==> src/rtl/stream_deserializer_eof2.sv <==
// Packs a narrow valid/ready stream with per-element EOF into Ratio-element wide words.
// A frame's last word closes early at the EOF element; unused upper slices are zero.
module stream_deserializer_eof2 #(
    parameter int unsigned DataBits = 8,
    parameter int unsigned Ratio    = 2
) (
    input  logic                        clk,
    input  logic                        rst_n,
    input  logic                        in_valid,
    output logic                        in_ready,
    input  logic [DataBits-1:0]         in_data,
    input  logic                        in_eof,
    output logic                        out_valid,
    input  logic                        out_ready,
    output logic [Ratio*DataBits-1:0]   out_data,
    output logic [Ratio-1:0]            out_eof
);

    logic [Ratio-1:0]                 count_q, count_d;
    logic [Ratio-2:0][DataBits-1:0]   acc_q, acc_d;
    logic [Ratio-1:0][DataBits-1:0]   data_q, data_d;
    logic [Ratio-1:0]                 eof_q, eof_d;
    logic                             valid_q, valid_d;
    logic                             accept;
    logic                             seen;

    always_comb begin
        count_d  = count_q;
        acc_d    = acc_q;
        data_d   = data_q;
        eof_d    = eof_q;
        valid_d  = valid_q;
        seen     = 1'b0;
        in_ready = ~valid_q | out_ready;
        accept   = in_valid & in_ready;

        if (valid_q & out_ready) begin
            valid_d = 1'b0;
        end

        if (accept) begin
            if (count_q[Ratio-1] | in_eof) begin
                // Slices below the current one come from the accumulator, above it are zeroed.
                for (int unsigned i = 0; i < Ratio - 1; i++) begin
                    if (count_q[i]) begin
                        data_d[i] = in_data;
                        seen      = 1'b1;
                    end else if (!seen) begin
                        data_d[i] = acc_q[i];
                    end else begin
                        data_d[i] = '0;
                    end
                end
                data_d[Ratio-1] = count_q[Ratio-1] ? in_data : '0;
                eof_d           = in_eof ? count_q : '0;
                valid_d         = 1'b1;
                count_d         = {{(Ratio-1){1'b0}}, 1'b1};
            end else begin
                for (int unsigned i = 0; i < Ratio - 1; i++) begin
                    if (count_q[i]) begin
                        acc_d[i] = in_data;
                    end
                end
                count_d = count_q << 1;
            end
        end
    end

    always_ff @(posedge clk or negedge rst_n) begin
        if (!rst_n) begin
            count_q <= {{(Ratio-1){1'b0}}, 1'b1};
            acc_q   <= '0;
            data_q  <= '0;
            eof_q   <= '0;
            valid_q <= 1'b0;
        end else begin
            count_q <= count_d;
            acc_q   <= acc_d;
            data_q  <= data_d;
            eof_q   <= eof_d;
            valid_q <= valid_d;
        end
    end

    assign out_valid = valid_q;
    assign out_data  = data_q;
    assign out_eof   = eof_q;

endmodule

==> config.mk <==
export PLATFORM = sky130hd
export DESIGN_NAME = stream_deserializer_eof2
export DESIGN_NICKNAME = d
export VERILOG_FILES = /design/src/rtl/stream_deserializer_eof2.sv
export SDC_FILE = /design/constraint.sdc
export NUM_CORES = 1
export LEC_CHECK = 0
export BUFFER_PORTS_ARGS = -buffer_cell sky130_fd_sc_hd__buf_2
export CAP_MARGIN = 15
export CORE_MARGIN = 2
export CORE_UTILIZATION = 50
export DETAILED_ROUTE_END_ITERATION = 8
export PLACE_DENSITY = 0.88
export SYNTH_ARGS = -nofsm -noshare
export SYNTH_HDL_FRONTEND = slang
export SYNTH_SLANG_ARGS = --single-unit
==> constraint.sdc <==
create_clock -name clk -period 2 [get_ports clk]
set_input_delay 0.1 -clock clk [delete_from_list [all_inputs] [get_ports clk]]
set_output_delay 0.1 -clock clk [all_outputs]
set_load 0.02 [all_outputs]
Word-level counts from Yosys, hierarchy flattened --
Cells that the tools add are included.
Cells by class: add/subtract/negate cells 0, multipliers 0, div/mod/pow operators 0, magnitude comparators 0, equality and inequality tests 0, shift operators 0, muxes and demuxes 7, bitwise logic cells 6, reductions and logical operators 2
Operators by type and width (count):
- 8-bit two-way mux | 2
- 2-bit two-way mux | 2
- 2-bit AND reduction | 2
- 1-bit two-way mux | 3
- 1-bit AND | 2
- 1-bit inverter | 2
- 1-bit bitwise OR | 2
Storage, ports and cells: bits in registers 29, latch bits 0, bits in writable memories 0, ROM bits 0, bits of input ports 13, memories 0

Longest topological paths before layout --
word-level depth 4, depth in mapped cells 5, mapped depth without buffers 3

Worst setup path after synthesis --
No wires, ideal clock.
kind register -> register, from reg count_q[0], to reg data_q, in the netlist out_data[1], setup time 0.125 ns, arrival 1.259 ns, setup slack 0.616 ns, cell stages (with the launch flop) 4, period minus slack after synthesis 1.384 ns, cell sequence dfstp_2 buf_4 mux2_2 mux2_4
On the way: longest elaborated chain between the ends 1
RTL lines:
- from (decl) | RTL line 19 | logic [Ratio-1:0] count_q, count_d;
- from (signal assigned) | RTL line 71 | count_q <= {{(Ratio-1){1'b0}}, 1'b1};
- from (signal assigned) | RTL line 77 | count_q <= count_d;
- 8-bit two-way mux | RTL line 45 | if (count_q[i]) begin
- to (signal assigned) | RTL line 79 | data_q <= data_d;
- to (decl) | RTL line 21 | logic [Ratio-1:0][DataBits-1:0] data_q, data_d;
Every way passes these cells. A chain may end at the register's enable or synchronous reset.

Worst setup path after layout --
from reg valid_q, in the netlist out_valid, to reg data_q, in the netlist out_data[4]
On the way: longest elaborated chain between the ends 4
RTL lines:
- from (decl) | RTL line 23 | logic valid_q, valid_d;
- from (signal assigned) | RTL line 81 | valid_q <= valid_d;
- 1-bit inverter | RTL line 34 | in_ready = ~valid_q | out_ready;
- 1-bit bitwise OR | RTL line 34
- 1-bit AND | RTL line 35 | accept = in_valid & in_ready;
- 2-bit AND reduction (no line)
Every way passes these cells.

==> results.py <==
metrics = {
    "global_routing": {
        "grt_antenna_before_repair": 0,
        "grt_pass1_vias": 822,
        "grt_max_degree": 30,
        "grt_pass1_wl_microns": 3830,
        "grt.total_usage_pct": 19.5,
        "gr-total-overflow": 0,
    },
    "place": {
        "place.port_buffers": 32,
        "postPlaceCellArea_sq_um": 1410,
        "gp_congestion": 0.715,
        "dp_hpwl_microns": 1650,
    },
    "logic_synthesis": {
        "ys_seq_area_share_pct": 57.9,
        "synth_cell_types": 15,
        "synthTopCellsByArea": "dfrtp_1 56%, mux2_2 14%, mux2_4 9.6%",
        "synth_area_sq_um": 1250,
        "synthCells": 78,
        "yosysTopAreaCell": "dfrtp_1",
        "ys_ff_latch": 29,
        "synth_top_area_share_pct": 55.8,
        "syn-num-nets": 91,
        "synth_warnings": 0,
        "avgSynthCellArea_sq_um": 16.1,
    },
    "floorplan": {
        "core_sq_um": 2430,
        "die_w_microns": 54.1,
        "dieArea_sq_um": 2930,
        "ios": 33,
        "row_count": 18,
        "die_y_microns": 54.1,
        "initial_core_util_pct": 51.6,
    },
    "power_and_ir_drop": {
        "finalPower_w": 0.00200,
        "power_frac_clock_pct": 18.6,
        "p_int_w": 0.00134,
        "seqPwrFrac_pct": 46.2,
        "swShare_pct": 33.0,
        "cellPowerDensity_nw_per_um2": 1350,
        "combinationalPowerShare_pct": 35.2,
        "leakagePower_nw": 0.759,
        "ir_drop_mv": 1.01,
        "p_sw_w": 0.000660,
    },
    "timing": {
        "slew_headroom_pct": 58.4,
        "period_needed_ps": 1500,
        "rsz0062_at_grt": "false",
        "drv_slew": 0,
        "worst_pin_slew_ps": 625,
        "fmax_mhz": 665,
        "hold_viol": 0,
        "setup_viol": 0,
        "finalCritPeriodShare_pct": 75.2,
        "fin_setup_tns_ps": 0,
        "fin_worst_skew_ps": 14.2,
    },
    "critical_path": {
        "critical_path_class": "flip-flop to flip-flop",
        "rrSetupSlack_ps": 500,
        "critical_path_arrival_ps": 1720,
        "end_kind": "flip-flop",
        "path_max_fanout": 20,
        "required_ps": 2220,
        "start_kind": "flip-flop",
    },
    "cts": {
        "clkLatencyLatePin_ps": 340,
        "htree_levels": 2,
        "cts.sinks": 29,
        "root_buffer": "clkbuf_4",
        "cts_buffers": 5,
        "tritoncts": "done",
        "path_clk_slew_ps": 100,
        "post_cts_resized": 0,
        "clockBufferDepth": 2,
    },
    "layout": {
        "diodes": 0,
        "n_fill_cell": 205,
        "final_common_cell": "buf_2",
        "syn_to_final_growth_pct": 17.5,
        "regArea_sq_um": 727,
        "drive_gt1_share_pct": 59.6,
        "fin_nets": 126,
        "multi_input_area_sq_um": 482,
        "fin_area_sq_um": 1480,
        "final_cell_mix": "32 x buf_2, 28 x dfrtp_1, 16 x mux2_2, 10 x a22o_1, 8 x mux2_4",
    },
    "drt": {
        "wire_per_inst_microns": 16.2,
        "drtAntennaViolNets": 0,
        "drt_pre_antenna_iters": 3,
        "avgViaCountPerCell": 5.40,
        "post-route-drc-count": 0,
        "wirelength_microns": 2330,
        "drtIter0Drc": 1,
        "vias": 778,
    },
    "run_status": {
        "status": "completed",
    },
    "min_path": {
        "hp-class": "primary input to flip-flop",
    },
    "run": {
        "drv_cap": 0,
    },
}
==> repair_timing <==
action,in CTS,in global routing
buffers inserted,0,0
hold buffers,1,0
endpoints found under the hold margin,28,0
==> sequential cells by signal, indices dropped and copies added, names as in the netlist <==
name / flops
out_eof: 2
count_q: 2
out_valid: 1
out_data: 16
acc_q: 8
==> kinds of logic (layout without fill, tap and decap cells) <==
family,after synthesis,after routing,share of synthesized area (%)
DFF,29,29,57.9
muxes,24,24,23.9
buffers and inverters,5,41,3.69
and+or+nand+nor,8,8,5.88
AOI/OAI and AO/OA,12,12,8.57
==> worst max-delay path: stages (launching register included) <==
cell and delay [ps]:
dfrtp_1 390, nand2b_1 280, nand3b_4 310, mux2_4 390
==> Yosys cell counts (all sizes together) <==
cell type,instances
and3,2
mux2,24
dfrtp,28
a22o,10
dfstp,1
nand4,1
buf,5
nand3b,1
a21bo,2
nand2b,1
nand2,2
nor2,1
==> per-layer routing <==
layer,up-vias,share of wire (%),global-route usage [%]
met1,386,41,22.1
met2,24,51,32.5
met4,0,2.5,11.3
li1,360,-,-
met3,8,5.2,5.83
met5,-,0,0
==> metrics by stage <==
step	setup slack (ps)	std cells	hold WS, ps	util [%]
after global placement	576	135	146	57.8
final	495	144	9.15	60.6
after global routing	400	144	7.14	60.6
after CTS	501	144	3.98	60.6
after detailed placement	536	135	160	57.8
after floorplan	616	78	-196	-
==> layout make-up <==
cell class	count	share of cell area (%)
Timing Repair Buffer	33	11.5
Multi-Input combinational cell	44	32.7
Tap cell	30	2.54
Sequential cell	29	49.3
Clock buffer	8	3.99
==> worst paths after layout <==
path / cells past startpoint / start / to
max: 3 / out_valid$_DFF_PN0_ / out_data[4]$_DFFE_PN0P_
min: 2 / in_data[3] / out_data[11]$_DFFE_PN0P_
max reg2reg: 3 / out_valid$_DFF_PN0_ / out_data[4]$_DFFE_PN0P_
min reg2reg: 1 / out_eof[1]$_DFFE_PN0P_ / out_eof[1]$_DFFE_PN0P_
max in group asynchronous: 2 / rst_n / out_data[4]$_DFFE_PN0P_
min in group asynchronous: 2 / rst_n / out_eof[0]$_DFFE_PN0P_
==> power by group through the flow <==
stage / clock network [W] / logic, W / registers [W]
after global placement: 0 / 0.000689 / 0.000919
after detailed placement: 0 / 0.000709 / 0.000936
final: 0.000371 / 0.000703 / 0.000924
after global routing: 0.000404 / 0.000762 / 0.000950
after CTS: 0.000380 / 0.000715 / 0.000925
after floorplan: 0 / 0.000374 / 0.00106
(Power assumes the default switching activity.)
